`config.mk`:
```
export PLATFORM = sky130hd
export DESIGN_NAME = sdram_apb_arbiter_flat
export DESIGN_NICKNAME = d
export VERILOG_FILES = /design/src/rtl/sdram_apb_arbiter_if.sv /design/src/rtl/sdram_apb_arbiter.sv /design/src/flat_wrapper.sv
export SDC_FILE = /design/constraint.sdc
export NUM_CORES = 1
export LEC_CHECK = 0
export CAP_MARGIN = 10
export CELL_PAD_IN_SITES_DETAIL_PLACEMENT = 1
export CELL_PAD_IN_SITES_GLOBAL_PLACEMENT = 1
export CORE_ASPECT_RATIO = 1.4
export CORE_MARGIN = 2
export CORE_UTILIZATION = 24
export CTS_BUF_LIST = sky130_fd_sc_hd__clkbuf_8
export CTS_CLUSTER_DIAMETER = 100
export CTS_CLUSTER_SIZE = 28
export DETAILED_ROUTE_END_ITERATION = 16
export GPL_TIMING_DRIVEN = 0
export PLACE_DENSITY_LB_ADDON = 0.1
export SYNTH_ARGS = -nofsm -noshare
export SYNTH_HDL_FRONTEND = slang
export SYNTH_SLANG_ARGS = --single-unit
```
`constraint.sdc`:
```
create_clock -name clock -period 2.9 [get_ports clock]
set_input_delay 0.29 -clock clock [delete_from_list [all_inputs] [get_ports clock]]
set_output_delay 0.29 -clock clock [all_outputs]
set_load 0.05 [all_outputs]
```
`src/rtl/sdram_apb_arbiter_if.sv`:
```
// -----------------------------------------------------------------------------
// sdram_apb_arbiter_if
// One APB link: request fields flow master -> slave, response slave -> master.
//   master : drives paddr/psel/penable/pprot/pwrite/pwdata/pstrb, reads response
//   slave  : reads request, drives pready/prdata/pslverr
// -----------------------------------------------------------------------------
interface sdram_apb_arbiter_if;
    logic [31:0] paddr;
    logic        psel;
    logic        penable;
    logic [2:0]  pprot;
    logic        pwrite;
    logic [31:0] pwdata;
    logic [3:0]  pstrb;
    logic        pready;
    logic [31:0] prdata;
    logic        pslverr;

    modport master (
        output paddr, psel, penable, pprot, pwrite, pwdata, pstrb,
        input  pready, prdata, pslverr
    );

    modport slave (
        input  paddr, psel, penable, pprot, pwrite, pwdata, pstrb,
        output pready, prdata, pslverr
    );
endinterface

```
`src/rtl/sdram_apb_arbiter.sv`:
```
// -----------------------------------------------------------------------------
// sdram_apb_arbiter
// Shares the single APB slave port of the SDRAM wrapper between two requesters.
// One registered downstream transfer per grant; the response goes to the winner.
//   clock    : rising-edge clock
//   reset    : asynchronous, active-high
//   in0/in1  : requester links (arbiter is their slave)
//   out      : link to the SDRAM wrapper (arbiter is its master)
//   grant_id : current or last winner
//   FIXED_PRIO = 0 round-robin tie break, 1 port 0 always wins a tie
// -----------------------------------------------------------------------------
module sdram_apb_arbiter #(
    parameter bit FIXED_PRIO = 1'b0
) (
    input  logic                       clock,
    input  logic                       reset,
    sdram_apb_arbiter_if.slave         in0,
    sdram_apb_arbiter_if.slave         in1,
    sdram_apb_arbiter_if.master        out,
    output logic                       grant_id
);

    typedef enum logic [1:0] {IDLE, SETUP, ACCESS, RESP} state_t;

    state_t      r_state, w_next;
    logic        r_last;
    logic        r_grant;
    logic [31:0] r_paddr;
    logic [31:0] r_pwdata;
    logic [2:0]  r_pprot;
    logic        r_pwrite;
    logic [3:0]  r_pstrb;
    logic [31:0] r_prdata;
    logic        r_pslverr;

    logic [1:0]  w_req;
    logic        w_win;
    logic        w_resp0;
    logic        w_resp1;

    // Winner selection; only meaningful while at least one psel is high.
    always_comb begin
        w_req = {in1.psel, in0.psel};
        w_win = 1'b0;
        if (w_req == 2'b11)
            w_win = FIXED_PRIO ? 1'b0 : ~r_last;
        else
            w_win = w_req[1];
    end

    always_comb begin
        w_next = r_state;
        case (r_state)
            IDLE:    if (w_req != 2'b00) w_next = SETUP;
            SETUP:   w_next = ACCESS;
            ACCESS:  if (out.pready) w_next = RESP;
            RESP:    w_next = IDLE;
            default: w_next = IDLE;
        endcase
    end

    always_ff @(posedge clock or posedge reset) begin
        if (reset) begin
            r_state   <= IDLE;
            r_last    <= 1'b1;   // port 0 wins the first tie
            r_grant   <= 1'b0;
            r_paddr   <= '0;
            r_pwdata  <= '0;
            r_pprot   <= '0;
            r_pwrite  <= 1'b0;
            r_pstrb   <= '0;
            r_prdata  <= '0;
            r_pslverr <= 1'b0;
        end else begin
            r_state <= w_next;
            // Request is frozen at grant; later requester changes are ignored.
            if (r_state == IDLE && w_req != 2'b00) begin
                r_grant  <= w_win;
                r_paddr  <= w_win ? in1.paddr  : in0.paddr;
                r_pwdata <= w_win ? in1.pwdata : in0.pwdata;
                r_pprot  <= w_win ? in1.pprot  : in0.pprot;
                r_pwrite <= w_win ? in1.pwrite : in0.pwrite;
                r_pstrb  <= w_win ? in1.pstrb  : in0.pstrb;
            end
            // pready outside ACCESS is not a completion.
            if (r_state == ACCESS && out.pready) begin
                r_prdata  <= out.prdata;
                r_pslverr <= out.pslverr;
            end
            if (r_state == RESP)
                r_last <= r_grant;
        end
    end

    // Downstream: control decoded from state, fields straight from holding regs.
    assign out.psel    = (r_state == SETUP) || (r_state == ACCESS);
    assign out.penable = (r_state == ACCESS);
    assign out.paddr   = r_paddr;
    assign out.pwdata  = r_pwdata;
    assign out.pprot   = r_pprot;
    assign out.pwrite  = r_pwrite;
    assign out.pstrb   = r_pstrb;

    // Upstream: only the winner sees a response, and only in RESP.
    assign w_resp0 = (r_state == RESP) && !r_grant;
    assign w_resp1 = (r_state == RESP) &&  r_grant;

    assign in0.pready  = w_resp0;
    assign in0.prdata  = w_resp0 ? r_prdata : 32'h0;
    assign in0.pslverr = w_resp0 & r_pslverr;
    assign in1.pready  = w_resp1;
    assign in1.prdata  = w_resp1 ? r_prdata : 32'h0;
    assign in1.pslverr = w_resp1 & r_pslverr;

    assign grant_id = r_grant;

endmodule

```
`src/flat_wrapper.sv`:
```
// flat-port wrapper written by rule: the top's interface ports become plain ports
module sdram_apb_arbiter_flat 
#(
    parameter bit FIXED_PRIO = 1'b0
)
  (clock, reset, grant_id, in0_paddr, in0_psel, in0_penable, in0_pprot, in0_pwrite, in0_pwdata, in0_pstrb, in0_pready, in0_prdata, in0_pslverr, in1_paddr, in1_psel, in1_penable, in1_pprot, in1_pwrite, in1_pwdata, in1_pstrb, in1_pready, in1_prdata, in1_pslverr, out_paddr, out_psel, out_penable, out_pprot, out_pwrite, out_pwdata, out_pstrb, out_pready, out_prdata, out_pslverr);
  sdram_apb_arbiter_if in0_i ();
  sdram_apb_arbiter_if in1_i ();
  sdram_apb_arbiter_if out_i ();
  input  logic clock;
  input  logic reset;
  output logic grant_id;
  input wire logic [$bits(in0_i.paddr)-1:0] in0_paddr;
  input wire logic [$bits(in0_i.psel)-1:0] in0_psel;
  input wire logic [$bits(in0_i.penable)-1:0] in0_penable;
  input wire logic [$bits(in0_i.pprot)-1:0] in0_pprot;
  input wire logic [$bits(in0_i.pwrite)-1:0] in0_pwrite;
  input wire logic [$bits(in0_i.pwdata)-1:0] in0_pwdata;
  input wire logic [$bits(in0_i.pstrb)-1:0] in0_pstrb;
  output wire logic [$bits(in0_i.pready)-1:0] in0_pready;
  output wire logic [$bits(in0_i.prdata)-1:0] in0_prdata;
  output wire logic [$bits(in0_i.pslverr)-1:0] in0_pslverr;
  input wire logic [$bits(in1_i.paddr)-1:0] in1_paddr;
  input wire logic [$bits(in1_i.psel)-1:0] in1_psel;
  input wire logic [$bits(in1_i.penable)-1:0] in1_penable;
  input wire logic [$bits(in1_i.pprot)-1:0] in1_pprot;
  input wire logic [$bits(in1_i.pwrite)-1:0] in1_pwrite;
  input wire logic [$bits(in1_i.pwdata)-1:0] in1_pwdata;
  input wire logic [$bits(in1_i.pstrb)-1:0] in1_pstrb;
  output wire logic [$bits(in1_i.pready)-1:0] in1_pready;
  output wire logic [$bits(in1_i.prdata)-1:0] in1_prdata;
  output wire logic [$bits(in1_i.pslverr)-1:0] in1_pslverr;
  output wire logic [$bits(out_i.paddr)-1:0] out_paddr;
  output wire logic [$bits(out_i.psel)-1:0] out_psel;
  output wire logic [$bits(out_i.penable)-1:0] out_penable;
  output wire logic [$bits(out_i.pprot)-1:0] out_pprot;
  output wire logic [$bits(out_i.pwrite)-1:0] out_pwrite;
  output wire logic [$bits(out_i.pwdata)-1:0] out_pwdata;
  output wire logic [$bits(out_i.pstrb)-1:0] out_pstrb;
  input wire logic [$bits(out_i.pready)-1:0] out_pready;
  input wire logic [$bits(out_i.prdata)-1:0] out_prdata;
  input wire logic [$bits(out_i.pslverr)-1:0] out_pslverr;
  assign in0_i.paddr = in0_paddr;
  assign in0_i.psel = in0_psel;
  assign in0_i.penable = in0_penable;
  assign in0_i.pprot = in0_pprot;
  assign in0_i.pwrite = in0_pwrite;
  assign in0_i.pwdata = in0_pwdata;
  assign in0_i.pstrb = in0_pstrb;
  assign in0_pready = in0_i.pready;
  assign in0_prdata = in0_i.prdata;
  assign in0_pslverr = in0_i.pslverr;
  assign in1_i.paddr = in1_paddr;
  assign in1_i.psel = in1_psel;
  assign in1_i.penable = in1_penable;
  assign in1_i.pprot = in1_pprot;
  assign in1_i.pwrite = in1_pwrite;
  assign in1_i.pwdata = in1_pwdata;
  assign in1_i.pstrb = in1_pstrb;
  assign in1_pready = in1_i.pready;
  assign in1_prdata = in1_i.prdata;
  assign in1_pslverr = in1_i.pslverr;
  assign out_paddr = out_i.paddr;
  assign out_psel = out_i.psel;
  assign out_penable = out_i.penable;
  assign out_pprot = out_i.pprot;
  assign out_pwrite = out_i.pwrite;
  assign out_pwdata = out_i.pwdata;
  assign out_pstrb = out_i.pstrb;
  assign out_i.pready = out_pready;
  assign out_i.prdata = out_prdata;
  assign out_i.pslverr = out_pslverr;
  sdram_apb_arbiter #(.FIXED_PRIO(FIXED_PRIO)) u_core (.clock(clock), .reset(reset), .in0(in0_i), .in1(in1_i), .out(out_i), .grant_id(grant_id));
endmodule
```
==> results.toml, run 1 <==
[yosys]
postSynthAreaPerCell_um2 = 9.28
async_reset_ff_frac = 1.00
number_of_register_bits_inferred_by_synthesis = 109
synth.cell_area_um2 = 5200
post_synth_num_cell_types = 22
yosysWarningCount = 0
number_of_enable_flip_flop_cells_after_synthesis = 0
synth-seq-area-share = 0.525
postSynthNetCount = 748
synth_flop_cell = "sky130_fd_sc_hd__dfrtp_1"
syn-instance-count = 560

[clock_tree]
cts_made_buffers = 9
clock-root-buffer = "sky130_fd_sc_hd__clkbuf_8"
clk_pin_slew_worst_paths_ps = 110
cts_post_setup_buffers_inserted = 0
tritoncts = "built"
cts-root-to-sink-buffers = 2
cts-htree-levels = 3
worst_skew_pair.late_latency_ps = 390
post_cts_resize_count = 34
cts_sinks = 109
post_cts_hold_buffer_count = 0

[placed_design]
detailed_place.area_um2 = 8840
io_buffer_count = 324
gp_routability_congestion = 0.758
hpwl_mm = 17.2

[critical_path]
cp.buffers_inverters = 1
crit_required_ps = 2610
critical_path_class = "flop to primary output"
crit_path_max_incr_delay_ps = 800
critical_path.cell_chain = "ha_1 -> and2b_1 -> and2_1 -> clkdlybuf4s50_1"
path_max_fanout = 9
critPathArrivalTime_ps = 2400
cp_top_family = "buffers and inverters"
setup.worst_path.start_class = "flop"
cp_slowest_cell = "sky130_fd_sc_hd__clkdlybuf4s50_1"
crit_path_end_kind = "primary output"

[sta]
report.final.setup_viol = 0
final.setup_skew_ps = 16.3
final_slew_viol_count = 0
hold_viol = 0
worst_slew_margin_rel = 0.562
achievable-frequency_mhz = 371
rsz0062_at_grt = "no"
fin_crit_sh = 0.929
setup_tns_ps = 0
timing_worst_slew_pin_value_ps = 656
finalCriticalPeriod_ps = 2690

[route]
detailedRoute.firstIterationViolations = 125
route.detailed.vias_per_inst = 4.64
dr.pass1.iters = 4
route.vias.total = 5384
drt-wirelength-per-cell_um = 18.6
wirelength_mm = 21.6
detail-route-antenna-nets = 0
drcViolationCount = 0

[status]
run_status = "complete, no violations"

[global_route]
gr-usage-met2 = 0.356
grt.met3_usage = 0.0654
grt_use_total = 0.186
grt_antenna_before_repair = 0
overflow = 0
grt_use_met1 = 0.191
grt_pass1_vias = 5997
wire_length_of_the_first_global_routing_pass_mm = 32.6
global_route.peak_usage_layer = "met2"
grt_start_max_net_pins = 40

[min_path]
timing.hold.worst.class = "input port to async pin"

[floorplanning]
die_y_um = 178
rows = 63
core_area_um2 = 21200
starting_density_of_the_core = 0.245
design.portCount = 327
die_area_um2 = 22900
die_width_um = 128

[finish]
synthToLayoutAreaGrowth_pct = 72.9
antennaDiodeCount = 0
final_cell_mix = "sky130_fd_sc_hd__clkdlybuf4s50_1, sky130_fd_sc_hd__a21oi_1, sky130_fd_sc_hd__dfrtp_1"
most_common_cell_after_layout_fill_and_taps_aside = "sky130_fd_sc_hd__clkdlybuf4s50_1"
finalInstanceArea_um2 = 8990
finish.net_count = 1086
drive_above_1_share = 0.122
fillerInstances = 2425

[pwr]
sequential_fraction_of_design_power = 0.264
internal_power_mw = 5.06
power_switching_share = 0.518
peakVddDrop_mv = 0.459
clk_network_pwr_share = 0.097
power.net_switching_mw = 5.45
power-per-cell-area_nw_per_um2 = 1170
combinationalPowerShare = 0.639
leakage_nw = 4.40

[flow_run]
maxCapViolCount = 0
[stage by stage]
stage | power (mW) | hold slack [ps] | instances | setup slack [ps] | util
detailed placement | 9.73 | 506 | 1147 | 231 | 0.417
floorplan | 7.17 | 419 | 560 | 859 | -
CTS | 10.7 | 328 | 1161 | 1.30 | 0.424
global placement | 9.54 | 494 | 1144 | 11.4 | 0.414
global route | 11.2 | 357 | 1161 | 40.2 | 0.424
finish | 10.5 | 326 | 1161 | 206 | 0.424
[Yosys cell counts, drive strengths merged (4+ instances only)]
cell	instances	area share
inv	4	0.0029
nand2	73	0.053
ha	4	0.0096
and2	34	0.041
mux2	35	0.076
clkbuf	8	0.0058
and3	33	0.040
buf	35	0.043
nor2	72	0.052
dfrtp	108	0.52
a21oi	145	0.14
[state kept, by name (all words and copies together) (netlist names), 2 cells and up]
| name | count |
|---|---|
| u_core.out.pprot | 3 |
| u_core.r_state | 2 |
| u_core.out.pwdata | 32 |
| u_core.r_prdata | 32 |
| u_core.out.pstrb | 4 |
| u_core.out.paddr | 32 |
[layer usage]
layer | up-vias | wire length, um
li1 | 2540 | -
met1 | 2624 | 7790
met2 | 204 | 11700
met3 | 16 | 1900
met4 | 0 | 280
met5 | - | 0
[worst register-to-register path, cell delays in order (launching register included)]
cell                      delay (ps)
sky130_fd_sc_hd__dfrtp_1         390
sky130_fd_sc_hd__inv_1            90
sky130_fd_sc_hd__ha_1            250
sky130_fd_sc_hd__nand2_1         200
sky130_fd_sc_hd__buf_2           310
sky130_fd_sc_hd__mux2_2          380
[logic make-up after synthesis]
group | count (synthesis) | synth area share
and+or+nand+nor | 214 | 0.188
adders and majority gates | 4 | 0.00963
DFF | 109 | 0.525
AOI/OAI and AO/OA | 151 | 0.150
buffers and inverters | 47 | 0.0513
muxes | 35 | 0.0758
[power by group through the flow]
stage          Sequential, mW  Combinational (mW)  Clock (mW)
2_1_floorplan            4.49                2.67           0
3_3_place_gp             2.75                6.79           0
3_5_place_dp             2.81                6.92           0
4_1_cts                  2.79                6.85        1.08
5_1_grt                  2.89                7.14        1.14
6_report                 2.78                6.72        1.02
[worst paths after layout]
path / startpoint / to / slack (ps) / cells past startpoint
worst max register to register: u_core.r_state[0]$_DFFE_PP0P_ / u_core.r_prdata[17]$_DFFE_PP0P_ / 1170 / 5
worst max-delay path: u_core.r_state[1]$_DFFE_PP0P_ / in0_prdata[31] / 210 / 4
worst min register to register: u_core.r_prdata[14]$_DFFE_PP0P_ / u_core.r_prdata[14]$_DFFE_PP0P_ / 530 / 1
min in group clock: in0_pwdata[9] / u_core.out.pwdata[9]$_DFFE_PP0P_ / 430 / 3
max in group asynchronous: reset / u_core.out.paddr[26]$_DFFE_PP0P_ / 1800 / 4
worst min-delay path: reset / u_core.r_prdata[23]$_DFFE_PP0P_ / 330 / 2
[area by class of cell]
class | instances | area [um2] | area share
sequential | 109 | 2730 | 0.304
buffer | 43 | 251 | 0.0280
clock buffer | 9 | 124 | 0.0138
multi-input combinational | 404 | 2200 | 0.245
inverter | 4 | 18.8 | 0.00209
clock inverter | 5 | 78.8 | 0.00877
timing repair buffer | 327 | 3260 | 0.363
tap | 260 | 325 | 0.0362
No activity file was read; power rests on OpenSTA's default activity.
==> inputs of run 2 (changes only) <==
- GPL_TIMING_DRIVEN: 0 -> not set
==> run 2 against run 1 <==
  * Register-to-register slack got worse by 190 ps
  * Global-route usage fell by 0.84 points
  * Power rose by 2.4%
  * Cell count fell by 2.5%
  * Worst hold slack improved by 95 ps
  * Worst setup slack improved by 190 ps
==> results.toml, run 2 (same netlist as run 1, synthesis figures left out) <==
[floorplanning]
core_area_um2 = 21200
rows = 63
die_width_um = 128
die_y_um = 178
starting_density_of_the_core = 0.245
die_area_um2 = 22900
design.portCount = 327

[pwr]
power_switching_share = 0.508
clk_network_pwr_share = 0.080
leakage_nw = 3.92
peakVddDrop_mv = 0.570
combinationalPowerShare = 0.661
power.net_switching_mw = 5.47
power-per-cell-area_nw_per_um2 = 1170
sequential_fraction_of_design_power = 0.259
internal_power_mw = 5.29

[clock_tree]
cts_post_setup_buffers_inserted = 0
cts-root-to-sink-buffers = 2
tritoncts = "built"
clock-root-buffer = "sky130_fd_sc_hd__clkbuf_8"
cts_made_buffers = 9
clk_pin_slew_worst_paths_ps = 100
post_cts_resize_count = 0
worst_skew_pair.late_latency_ps = 380
post_cts_hold_buffer_count = 0
cts_sinks = 109
cts-htree-levels = 3

[finish]
final_core_utilization = 0.435
finalNonFillerCells = 1132
finish.net_count = 1054
fillerInstances = 2375
most_common_cell_after_layout_fill_and_taps_aside = "sky130_fd_sc_hd__clkdlybuf4s50_1"
drive_above_1_share = 0.118
synthToLayoutAreaGrowth_pct = 77.6
final_cell_mix = "sky130_fd_sc_hd__clkdlybuf4s50_1, sky130_fd_sc_hd__a21oi_1, sky130_fd_sc_hd__dfrtp_1"

[route]
detailedRoute.firstIterationViolations = 101
drcViolationCount = 0
dr.pass1.iters = 4
route.detailed.vias_per_inst = 4.69
route.vias.total = 5311
drt-wirelength-per-cell_um = 18.1
detail-route-antenna-nets = 0
wirelength_mm = 20.5

[sta]
worst_slack_ps = 393
worst_slew_margin_rel = 0.578
rsz0062_at_grt = "no"
setup_tns_ps = 0
finalCriticalPeriod_ps = 2510
final_slew_viol_count = 0
worst_hold_slack_ps = 421
timing_worst_slew_pin_value_ps = 632
hold_viol = 0
final.setup_skew_ps = 5.40
achievable-frequency_mhz = 399
report.final.setup_viol = 0
fin_crit_sh = 0.865

[placed_design]
io_buffer_count = 324
gp_routability_congestion = 0.751
dpl.cell_count = 1115
hpwl_mm = 15.4
pre_cts_ws_ps = 762

[status]
run_status = "complete, no violations"

[critical_path]
rr_startpoint = "u_core.r_state[0]$_DFFE_PP0P_"
r2r_slack_ps = 980
path_max_fanout = 28
crit_path_max_incr_delay_ps = 810
r2r_end = "u_core.out.pwdata[4]$_DFFE_PP0P_"
cp_slowest_cell = "sky130_fd_sc_hd__clkdlybuf4s50_1"
crit_path_end_kind = "primary output"
setup.worst_path.start_class = "flop"
critPathArrivalTime_ps = 2220
worst-r2r-cell-count = 6
critical_path_class = "flop to primary output"
critical_path.cell_chain = "ha_1 -> buf_4 -> and3_1 -> clkdlybuf4s50_1"
crit_required_ps = 2610

[global_route]
grt_use_total = 0.178
wire_length_of_the_first_global_routing_pass_mm = 31.4
grt_antenna_before_repair = 0
grt_start_max_net_pins = 110
grt_pass1_vias = 5833
overflow = 0

[flow_run]
maxCapViolCount = 0

[min_path]
timing.hold.worst.class = "input port to async pin"
## run 2: metal layers
metal | track usage | part of all wire
met1 | 0.194 | 0.37
met2 | 0.309 | 0.51
met3 | 0.0630 | 0.087
met4 | 0.0751 | 0.031
met5 | 0 | 0
## run 2: area by class of cell
type                            instances  area (um2)  area share
Antenna cell                            1        2.50    0.000271
Tap cell                              260         325      0.0352
Timing Repair Buffer                  338        3760       0.408
Clock buffer                           10         138      0.0149
Clock inverter                          6        31.3     0.00339
Inverter                                4        18.8     0.00203
Sequential cell                       109        2730       0.296
Multi-Input combinational cell        404        2220       0.241
## run 2: how the worst max path moves through the flow
| stage | endpoint | slack, ps | startpoint | depth (start not counted) |
|---|---|---|---|---|
| 2_1_floorplan | in0_prdata[22] | 860 | u_core.grant_id$_DFFE_PP0P_ | 3 |
| 3_3_place_gp | u_core.out.pwdata[22]$_DFFE_PP0P_ | 830 | in0_psel | 5 |
| 3_5_place_dp | u_core.out.pstrb[1]$_DFFE_PP0P_ | 760 | in0_psel | 5 |
| 4_1_cts | in1_prdata[13] | 330 | u_core.r_state[1]$_DFFE_PP0P_ | 4 |
| 5_1_grt | in1_prdata[9] | 230 | u_core.r_state[1]$_DFFE_PP0P_ | 4 |
| 6_report | in1_prdata[13] | 390 | u_core.r_state[1]$_DFFE_PP0P_ | 4 |
## run 2: power groups by stage
| stage | registers [mW] | logic, mW | clock network (mW) |
|---|---|---|---|
| floorplan | 4.49 | 2.67 | 0 |
| global placement | 2.77 | 7.07 | 0 |
| detailed placement | 2.82 | 7.20 | 0 |
| CTS | 2.79 | 7.22 | 0.923 |
| global route | 2.91 | 7.54 | 0.978 |
| finish | 2.79 | 7.12 | 0.864 |
## run 2: through the flow
stage,power (mW),instance area [um2]
detailed placement,10.0,9060
finish,10.8,9230
CTS,10.9,9230
floorplan,7.17,5200
global route,11.4,9230
global placement,9.84,9060
## run 2: critical path: cells and delay by family (launching register included)
kind,cells,cell delay (ps)
adders and majority gates,1,190
DFF,1,410
buffers and inverters,2,1050
and+or+nand+nor,1,190
